<file path="src/rtl/sys_unit_sched_pkg.sv">
// Shared types for the system-unit scheduler.
//   DATA_WIDTH        : operand / result width on the sys_unit path
//   ROB_TAG_WIDTH     : default ROB tag width
//   decoded_alu_op_t  : decoded op handed to sys_unit
//   sys_sched_state_t : scheduler FSM states
package sys_unit_sched_pkg;

  localparam int DATA_WIDTH    = 32;
  localparam int ROB_TAG_WIDTH = 6;
  localparam int ALU_OP_WIDTH  = 4;

  typedef enum logic [ALU_OP_WIDTH-1:0] {
    ALU_NOP    = 4'd0,
    ALU_CSRRW  = 4'd1,
    ALU_CSRRS  = 4'd2,
    ALU_CSRRC  = 4'd3,
    ALU_ECALL  = 4'd4,
    ALU_EBREAK = 4'd5,
    ALU_FENCE  = 4'd6,
    ALU_MRET   = 4'd7
  } decoded_alu_op_t;

  typedef enum logic [1:0] {
    ST_IDLE      = 2'd0,
    ST_WAIT_HEAD = 2'd1,
    ST_EXEC      = 2'd2,
    ST_WB        = 2'd3
  } sys_sched_state_t;

endpackage

</file>
<file path="src/rtl/sys_unit_sched_rr_arbiter.sv">
// Round-robin arbiter shared by the single-instance functional-unit schedulers.
// Grants the first asserted request at or above ptr, wrapping to index 0.
//   valid     : request vector
//   ptr       : highest-priority index this cycle
//   grant     : one-hot grant (zero when no request)
//   grant_idx : binary index of the grant
//   any       : at least one request is granted
module rr_arbiter #(
  parameter int NUM_REQ   = 2,
  parameter int PTR_WIDTH = (NUM_REQ > 1) ? $clog2(NUM_REQ) : 1
) (
  input  logic [NUM_REQ-1:0]   valid,
  input  logic [PTR_WIDTH-1:0] ptr,
  output logic [NUM_REQ-1:0]   grant,
  output logic [PTR_WIDTH-1:0] grant_idx,
  output logic                 any
);

  // Two ordered passes avoid a modulo: first the upper segment [ptr, NUM_REQ),
  // then the wrapped lower segment [0, ptr).
  always_comb begin
    // NOTE: every output gets a default before any conditional write, so no
    // path leaves a value unassigned and no latch is inferred.
    grant     = '0;
    grant_idx = '0;
    any       = 1'b0;
    for (int i = 0; i < NUM_REQ; i++) begin
      if (!any && valid[i] && (PTR_WIDTH'(i) >= ptr)) begin
        any       = 1'b1;
        grant[i]  = 1'b1;
        grant_idx = PTR_WIDTH'(i);
      end
    end
    for (int i = 0; i < NUM_REQ; i++) begin
      if (!any && valid[i] && (PTR_WIDTH'(i) < ptr)) begin
        any       = 1'b1;
        grant[i]  = 1'b1;
        grant_idx = PTR_WIDTH'(i);
      end
    end
  end

endmodule

</file>
<file path="src/rtl/sys_unit_sched.sv">
// Serializing scheduler for the single system functional unit.
// Arbitrates NUM_REQ issue ports round-robin, holds the chosen op until its ROB
// tag is at the ROB head, fires sys_unit for one cycle, waits SYS_LATENCY
// cycles, then offers the result to writeback with a valid/ready handshake.
//   i_clk, i_rst_n        : clock, asynchronous active-low reset
//   i_req_* / o_req_ready : per-port issue requests and one-hot accept
//   i_rob_head_tag        : tag of the oldest uncommitted instruction
//   i_flush               : abandon whatever is in flight
//   o_sys_*               : enable and operands to sys_unit
//   i_sys_dest            : sys_unit result
//   o_wb_*, i_wb_ready    : writeback handshake
module sys_unit_sched
  import sys_unit_sched_pkg::*;
#(
  parameter int NUM_REQ     = 2,
  parameter int TAG_WIDTH   = ROB_TAG_WIDTH,
  parameter int SYS_LATENCY = 1
) (
  input  logic                                   i_clk,
  input  logic                                   i_rst_n,
  input  logic [NUM_REQ-1:0]                     i_req_valid,
  output logic [NUM_REQ-1:0]                     o_req_ready,
  input  logic [NUM_REQ-1:0][ALU_OP_WIDTH-1:0]   i_req_op,
  input  logic [NUM_REQ-1:0][DATA_WIDTH-1:0]     i_req_src1,
  input  logic [NUM_REQ-1:0][DATA_WIDTH-1:0]     i_req_src2,
  input  logic [NUM_REQ-1:0][TAG_WIDTH-1:0]      i_req_tag,
  input  logic [TAG_WIDTH-1:0]                   i_rob_head_tag,
  input  logic                                   i_flush,
  output logic                                   o_sys_enabled,
  output decoded_alu_op_t                        o_sys_op,
  output logic [DATA_WIDTH-1:0]                  o_sys_src1,
  output logic [DATA_WIDTH-1:0]                  o_sys_src2,
  input  logic [DATA_WIDTH-1:0]                  i_sys_dest,
  output logic                                   o_wb_valid,
  input  logic                                   i_wb_ready,
  output logic [DATA_WIDTH-1:0]                  o_wb_data,
  output logic [TAG_WIDTH-1:0]                   o_wb_tag
);

  localparam int PTR_WIDTH = (NUM_REQ > 1) ? $clog2(NUM_REQ) : 1;
  localparam int CNT_WIDTH = (SYS_LATENCY > 0) ? $clog2(SYS_LATENCY + 1) : 1;

  sys_sched_state_t       state_q, state_d;
  logic [PTR_WIDTH-1:0]   rr_ptr_q;
  logic [CNT_WIDTH-1:0]   cnt_q;
  decoded_alu_op_t        op_q;
  logic [DATA_WIDTH-1:0]  src1_q, src2_q, result_q;
  logic [TAG_WIDTH-1:0]   tag_q;
  logic                   sys_enabled_q;

  logic [NUM_REQ-1:0]     grant;
  logic [PTR_WIDTH-1:0]   grant_idx;
  logic                   grant_any;
  logic                   accept, fire, capture_result;

  rr_arbiter #(
    .NUM_REQ   (NUM_REQ),
    .PTR_WIDTH (PTR_WIDTH)
  ) u_arb (
    .valid     (i_req_valid),
    .ptr       (rr_ptr_q),
    .grant     (grant),
    .grant_idx (grant_idx),
    .any       (grant_any)
  );

  // Next state and per-cycle strobes. Flush is applied last so it overrides
  // a request handshake, a head match and counter expiry in the same cycle.
  always_comb begin
    state_d        = state_q;
    o_req_ready    = '0;
    accept         = 1'b0;
    fire           = 1'b0;
    capture_result = 1'b0;
    unique case (state_q)
      ST_IDLE: begin
        o_req_ready = grant;
        if (grant_any) begin
          accept  = 1'b1;
          state_d = ST_WAIT_HEAD;
        end
      end
      ST_WAIT_HEAD: begin
        if (tag_q == i_rob_head_tag) begin
          fire    = 1'b1;
          state_d = ST_EXEC;
        end
      end
      ST_EXEC: begin
        // Counter reaches zero in the last EXEC cycle, which is when the
        // registered sys_unit output for this op is on i_sys_dest.
        if (cnt_q == '0) begin
          capture_result = 1'b1;
          state_d        = ST_WB;
        end
      end
      ST_WB: begin
        if (i_wb_ready) state_d = ST_IDLE;
      end
      default: state_d = ST_IDLE;
    endcase
    if (i_flush) begin
      state_d        = ST_IDLE;
      o_req_ready    = '0;
      accept         = 1'b0;
      fire           = 1'b0;
      capture_result = 1'b0;
    end
  end

  // NOTE: sequential state is written with non-blocking assignments only, so
  // every flop samples pre-edge values regardless of statement order.
  always_ff @(posedge i_clk or negedge i_rst_n) begin
    if (!i_rst_n) state_q <= ST_IDLE;
    else          state_q <= state_d;
  end

  always_ff @(posedge i_clk or negedge i_rst_n) begin
    if (!i_rst_n) begin
      rr_ptr_q      <= '0;
      cnt_q         <= '0;
      op_q          <= ALU_NOP;
      src1_q        <= '0;
      src2_q        <= '0;
      tag_q         <= '0;
      result_q      <= '0;
      sys_enabled_q <= 1'b0;
    end else begin
      sys_enabled_q <= fire;

      if (accept) begin
        op_q     <= decoded_alu_op_t'(i_req_op[grant_idx]);
        src1_q   <= i_req_src1[grant_idx];
        src2_q   <= i_req_src2[grant_idx];
        tag_q    <= i_req_tag[grant_idx];
        rr_ptr_q <= (grant_idx == PTR_WIDTH'(NUM_REQ - 1)) ? '0
                                                           : grant_idx + PTR_WIDTH'(1);
      end else if (i_flush) begin
        op_q   <= ALU_NOP;
        src1_q <= '0;
        src2_q <= '0;
        tag_q  <= '0;
      end

      if (fire) begin
        cnt_q <= CNT_WIDTH'(SYS_LATENCY);
      end else if ((state_q == ST_EXEC) && (cnt_q != '0)) begin
        cnt_q <= cnt_q - CNT_WIDTH'(1);
      end

      if (capture_result) result_q <= i_sys_dest;
    end
  end

  assign o_sys_enabled = sys_enabled_q;
  assign o_sys_op      = op_q;
  assign o_sys_src1    = src1_q;
  assign o_sys_src2    = src2_q;
  // Gated by flush so a writeback handshake coincident with flush never counts.
  assign o_wb_valid    = (state_q == ST_WB) && !i_flush;
  assign o_wb_data     = result_q;
  assign o_wb_tag      = tag_q;

endmodule

</file>
<file path="config.mk">
export PLATFORM = sky130hd
export DESIGN_NAME = sys_unit_sched
export DESIGN_NICKNAME = d
export VERILOG_FILES = /design/src/rtl/sys_unit_sched_pkg.sv /design/src/rtl/sys_unit_sched_rr_arbiter.sv /design/src/rtl/sys_unit_sched.sv
export SDC_FILE = /design/constraint.sdc
export NUM_CORES = 1
export LEC_CHECK = 0
export ABC_AREA = 1
export ABC_CLOCK_PERIOD_IN_PS = 2000
export CELL_PAD_IN_SITES_DETAIL_PLACEMENT = 1
export CELL_PAD_IN_SITES_GLOBAL_PLACEMENT = 1
export CORE_MARGIN = 5
export CORE_UTILIZATION = 27
export DETAILED_ROUTE_END_ITERATION = 8
export MAX_ROUTING_LAYER = met4
export PLACE_DENSITY_LB_ADDON = 0.1
export SLEW_MARGIN = 20
export SYNTH_ARGS = -nofsm -noshare
export SYNTH_HDL_FRONTEND = slang
export SYNTH_SLANG_ARGS = --single-unit
</file>
<file path="constraint.sdc">
create_clock -name i_clk -period 2 [get_ports i_clk]
set_input_delay 0.4 -clock i_clk [delete_from_list [all_inputs] [get_ports i_clk]]
set_output_delay 0.4 -clock i_clk [all_outputs]
set_load 0.005 [all_outputs]
</file>
==> results.rst <==
.. list-table::
   :header-rows: 1

   * - Metric
     - Value
   * - Area used by multi-input combinational logic
     - 2110 um2
   * - Number of H-tree levels
     - 3
   * - CP Max Fanout
     - 3
   * - Inst Count DP
     - 1173
   * - CTS tree
     - done
   * - Post-synthesis register bit count
     - roughly 110
   * - Post-route worst hold slack
     - 13.3 ps
   * - Number of standard cells in the layout, taps in and fillers out
     - 1189
   * - Initial Util
     - a little over a quarter
   * - Synth top area share
     - 50.9%
   * - Area Growth Syn to Fin
     - 66.5%
   * - Area of the mapped netlist
     - 5460 um2
   * - Boundary Pins
     - around 300
   * - First-pass iteration count of the detailed router
     - 4
   * - Clock network fraction of design power
     - 18.8%
   * - Number of buffers added by the clock tree synthesis step
     - 9
   * - Final estimated routing congestion in global placement
     - 0.814
   * - Share of total power in combinational logic
     - 44.3%
   * - Data arrival at the endpoint of the critical path
     - 1470 ps
   * - Share of async-settable or async-resettable flops after synthesis
     - 100%
   * - HPWL after DPL
     - 15400 um
   * - Root buffer cell
     - clkbuf_16
   * - Clock buffer depth
     - 2
   * - # port buffers
     - 301
   * - Family of cells with the greatest summed delay on the critical path
     - buffers and inverters
   * - Top_reg_cell synth
     - dfrtp_1
   * - Routed WL
     - 20300 um
   * - Net Sw Frac
     - 32.7%
   * - Final-report setup violation count
     - 0
   * - Die width
     - between 150 and 200 um
   * - Switching Power
     - slightly above 3 mW
   * - Kind of start point of the critical path
     - register
   * - Maximum ir drop on the vdd rail
     - 0.000419 V
   * - Most used standard cells in the synthesized netlist
     - nand2_1 (174), dfrtp_1 (111), inv_1 (94), o211ai_1 (74), nand3_1 (71)
   * - Outcome
     - complete, no violations
   * - Reg area
     - between 2000 and 3000 um2
   * - Number of max-cap violations
     - 0
   * - Worst path cell trace
     - buf_4 -> ha_1 -> inv_1 -> nor2_1 -> dlygate4sd2_1
   * - Count of nets after finishing
     - between 1000 and 1500
   * - Detailed Route Iter0 Violations
     - between 150 and 200
   * - Cell type with the largest total area after synthesis
     - dfrtp_1
   * - Setup WS post-layout
     - 128 ps
   * - Leakage component of the power
     - 4.36 nW
   * - Net count after synthesis
     - 821
   * - Dominant cell by count in the synthesized netlist
     - nand2_1
   * - Clock insertion delay at the later pin of the skew report
     - approximately 350 ps
   * - Number of unique standard cell types used by synthesis
     - 24
   * - Overall overflow remaining after global route
     - 0
   * - Via count normalized by instance count
     - 4.53
   * - RSZ-0062 raised after global routing
     - no
   * - Syn avg cell area
     - 8.73 um2
   * - Number of standard cells after synthesis
     - between 600 and 700
   * - Clock sink count
     - 111
   * - Fraction of the yosys area taken by sequential cells
     - about half
   * - Post-route DRC violation count
     - 0
   * - Setup Crit Path Kind
     - register to output port
   * - Max Freq
     - 0.534 GHz
   * - Internal power summed over all cells
     - 6.33 mW
   * - Required time of the critical path
     - around 1600 ps
   * - Worst-path cell with the longest stage delay
     - dfrtp_1
   * - Layout fillers
     - 2345
   * - Largest net degree at the start of global routing
     - 79
   * - Number of synthesis warnings
     - 0
   * - Hold Fails Final Rpt
     - 0
   * - Placement-stage worst setup slack
     - -410 ps
   * - Final max-slew violation count
     - 0
   * - Y dimension of the die
     - 152 um
   * - Number of buffer and inverter stages on the critical path
     - 3
   * - Sequential share of power
     - 36.9%
   * - Die Footprint
     - 23100 um2
   * - Least-Margin Pin Slew
     - 596 ps
   * - Min-delay worst type
     - input port to async pin
   * - Clk_skew
     - 12.4 ps
   * - Power per cell area
     - between 1000 and 1500 nW/um2
   * - Number of antenna-violating nets in the routed design
     - 0
   * - Type of destination of the critical path
     - output port
   * - Ratio of final minimum period to clock period
     - 93.6%
   * - Ratio of cells with drive above 1 in the final layout
     - 4.79%
   * - Overall track demand over capacity in global routing
     - ~18%
   * - Via count of the first global-routing pass
     - 5930
   * - Antenna violations before repair
     - 1
   * - Post-CTS clock slew at the launch and capture registers of the worst setup and hold paths
     - 70 ps
   * - Delay of the slowest critical-path stage
     - 400 ps
   * - Routed length per placed instance
     - 17.0 um
   * - Worst slew margin relative to its limit
     - 60.3%
   * - # rows
     - 52
   * - First-pass GRT wire length
     - 32600 um
   * - Ranking of synthesized cells by area
     - dfrtp_1 (51%), nand2_1 (12%), o211ai_1 (10%), nand3_1 (6.5%), inv_1 (6.5%)
   * - Vias
     - 5390
   * - Time the worst path needs with I/O delays and setup
     - 1870 ps
   * - Core outline area
     - between 20000 and 25000 um2
   * - Number of enable-type register cells in the synthesized netlist
     - 0
stage by stage:
| step | setup TNS, ps | instance area (um2) | total power [mW] | utilization (%) |
|---|---|---|---|---|
| 2_1_floorplan | 0 | 5460 | 5.13 | - |
| 3_3_place_gp | -21520 | 8800 | 7.65 | 43.9 |
| 5_1_grt | 0 | 9080 | 10.1 | 45.3 |
| 4_1_cts | -1.02 | 9080 | 9.60 | 45.3 |
| 6_report | 0 | 9080 | 9.40 | 45.3 |
| 3_5_place_dp | -27580 | 8800 | 7.78 | 43.9 |
kinds of logic after synthesis:
family | synth area share [%]
compound gates | 10.9
buf+inv | 10.7
mux | 6.61
fa+ha+maj | 0.917
flops | 50.9
simple gates | 19.9
placed cells by master (no fill, tap or decap), types with 2 or more instances in the layout:
master	Yosys	final
mux2_2	2	2
o211ai_1	74	74
ha_1	4	3
dlygate4sd2_1	0	3
buf_12	0	6
clkbuf_16	0	9
inv_2	1	2
clkinv_2	0	2
nand3_1	71	71
nor2_1	9	9
dfrtp_1	111	111
inv_1	94	93
clkdlybuf4s50_1	0	296
nand2_1	174	173
buf_4	5	13
mux2_1	30	30
o21ai_0	6	6
power by group through the flow:
stage | Clock, mW | Sequential (mW) | Combinational [mW]
floorplan | 0 | 3.53 | 1.60
global placement | 0 | 3.46 | 4.18
detailed placement | 0 | 3.51 | 4.26
CTS | 1.84 | 3.48 | 4.28
global route | 1.93 | 3.58 | 4.58
finish | 1.77 | 3.47 | 4.16
per-layer routing:
layer  global-route usage, %  vias to the layer above  wire length, um
met4                    5.57                        0              489
met3                    5.00                       28             1400
li1                        -                     2610                -
met2                    29.3                      207             9680
met5                       -                        -                0
met1                    21.3                     2545             8700
flip-flops by register name (all words and copies together), names as in the netlist:
signal and flops:
cnt_q 1, rr_ptr_q 1, o_sys_src2 32, o_wb_data 32, o_sys_enabled 1, o_wb_tag 6, o_sys_op 4, o_sys_src1 32
state_q 2
timing repair:
action | 4_1_cts | 5_1_grt
resized for setup | 6 | 3
hold buffers | 0 | 0
pin swaps | 1 | 1
setup endpoints to repair | 10 | 52
setup buffers | 1 | 0
path summary, 6_finish.rpt:
check	slack, ps	cells past startpoint	end	start
worst max-delay path	130	5	o_wb_valid	state_q[0]$_DFFE_PN0P_
worst min-delay path	10	1	o_wb_data[18]$_DFFE_PN0P_	i_rst_n
worst max register to register	270	7	o_wb_tag[1]$_DFFE_PN0P_	state_q[0]$_DFFE_PN0P_
worst min register to register	490	1	o_wb_data[24]$_DFFE_PN0P_	o_wb_data[24]$_DFFE_PN0P_
max in group asynchronous	1350	2	o_sys_src1[24]$_DFFE_PN0P_	i_rst_n
min in group i_clk	490	1	o_wb_data[24]$_DFFE_PN0P_	o_wb_data[24]$_DFFE_PN0P_
area by class of cell:
cell class | count | share of cell area (%)
Timing Repair Buffer | 320 | 35.5
Sequential cell | 111 | 30.6
Multi-Input combinational cell | 378 | 23.2
Inverter | 95 | 3.93
Tap cell | 270 | 3.72
Clock buffer | 10 | 2.52
Clock inverter | 4 | 0.537
Antenna cell | 1 | 0.0275
Power figures use the tool's default switching activity.
==> RTL edit: new RTL, same settings <==
The output `o_sys_enabled` loses its register stage (`sys_enabled_q` becomes a continuous assignment).
--- a/src/rtl/sys_unit_sched.sv
+++ b/src/rtl/sys_unit_sched.sv
@@ -124,9 +124,7 @@
       src2_q        <= '0;
       tag_q         <= '0;
       result_q      <= '0;
-      sys_enabled_q <= 1'b0;
     end else begin
-      sys_enabled_q <= fire;
 
       if (accept) begin
         op_q     <= decoded_alu_op_t'(i_req_op[grant_idx]);
@@ -152,6 +150,8 @@
     end
   end
 
+  assign sys_enabled_q = fire;
+
   assign o_sys_enabled = sys_enabled_q;
   assign o_sys_op      = op_q;
   assign o_sys_src1    = src1_q;
Behaviour: not the same (Yosys sat finds a counterexample within 4 cycles, from zero or initial values and one cycle with i_rst_n low).
==> RTL edit against the unedited design <==
- clock skew shrank 1.3 ps
- fmax down 2.7%
- synthesized area is 0.46% lower
- critical path depth increased by 3
- setup slack got worse by 52 ps
- sequential cell count decreased by 1
- first-iteration DRC count shrank 3.5%
- die area is 0.43% lower
- via count increased by 1.4%
- design area is 0.63% higher
- synthesized cell count shrank 0.16%
- total power grew 1.1%
- routed wire length grew 2.3%
- critical path type is now input port to output port
- largest power group unchanged
==> RTL edit: results <==
group,metric,value,unit
outcome,status,"complete, no violations",
global_routing,grt_pass1_wl,33200,um
placement,routabilityCongestion,0.825,
pwr,power_leakage,0.00442,uW
timing,tightestPinTransition,538,ps
drt,dr.first_iter.drc_count,165,
global_routing,grt_pass1_vias,6062,
setup_path,max_stage_delay,480,ps
pwr,switchingPower,3110,uW
pwr,intPower,6400,uW
timing,hold_ws,479,ps
clock_tree,cts_root_buffer,"clkbuf_16",
timing,worst_clock_skew,11.1,ps
min_path,hold_path.class,"input port to async pin",
setup_path,crit_slowest_cell,"clkdlybuf4s50_1",
synthesis,synth_area_leaders,"dfrtp_1 (51%), nand2_1 (12%), o211ai_1 (10%)",
synthesis,synth_commonest_cells,"nand2_1 (174), dfrtp_1 (110), inv_1 (94)",
setup_path,reg2reg_slack,250,ps
pwr,combinationalPower,4270,uW
synthesis,synth_mux_area_share,6.64,%
setup_path,cp_data_arrival_time,1520,ps
cells_and_area,fin_nets,1115,
global_routing,grt_max_degree,70,
placement,placed_area,8800,um^2
setup_path,r2r_cells,6,
pwr,ir_drop,0.486,mV
cells_and_area,n_fill_cell,2299,
synthesis,syn_nets,820,
global_routing,antenna_found_initial,3,
global_routing,gr-usage-all-layers,18.1,%
setup_path,worstPathMaxFanout,2,
cells_and_area,drive_gt1_share,5.74,%
drt,viasPerCell,4.59,
synthesis,synthAdderAreaFrac,0.922,%
synthesis,synth_seq_area_share,50.7,%
setup_path,rr_endpoint,"o_wb_tag[3]",
## RTL edit: repair_timing
action	in CTS	in global routing
endpoints found under the setup margin	10	7
setup buffers	0	1
endpoints found under the hold margin	11	0
pin swaps	5	3
gates resized for setup	14	9
hold buffers	1	0
## RTL edit: per-stage QoR
step,setup WS [ps],instances,util [%]
5_1_grt,-1.03,1191,46.5
2_1_floorplan,407,624,-
4_1_cts,28.7,1187,46.3
3_5_place_dp,-497,1171,44.8
6_report,75.3,1191,46.5
3_3_place_gp,-453,1171,44.8
## RTL edit: layer usage
metal / vias up / wire [um] / share of wire (%) / GRT usage, %
li1: 2617 / - / - / -
met1: 2617 / 8630 / 42 / 21.0
met2: 208 / 10100 / 49 / 29.8
met3: 23 / 1500 / 7.3 / 5.82
met4: 0 / 444 / 2.1 / 6.04
met5: - / 0 / 0 / -
## RTL edit: worst reg2reg max path, stage by stage (launching register included)
cell     delay (ps)
dfrtp_1         360
inv_2            60
ha_4            170
nand2_2          90
buf_6           410
nand2_1         330
o21ai_0         240
## RTL edit: worst max path at each step
stage,from,end,slack (ps),cells after the start
floorplan,state_q[0],o_req_ready[0],410,7
global placement,i_rob_head_tag[4],o_sys_enabled,-450,8
detailed placement,i_req_valid[1],o_wb_tag[3],-500,6
CTS,i_rob_head_tag[3],o_sys_enabled,30,8
global route,i_rob_head_tag[2],o_sys_enabled,-1,8
finish,i_rob_head_tag[2],o_sys_enabled,80,8
## RTL edit: cell type report
type | instances | area (um^2) | area share [%]
Clock inverter | 4 | 47.5 | 0.520
Timing Repair Buffer | 325 | 3270 | 35.8
Inverter | 95 | 357 | 3.90
Antenna cell | 3 | 7.51 | 0.0821
Multi-Input combinational cell | 378 | 2130 | 23.3
Clock buffer | 11 | 243 | 2.66
Sequential cell | 110 | 2750 | 30.1
Tap cell | 265 | 332 | 3.63
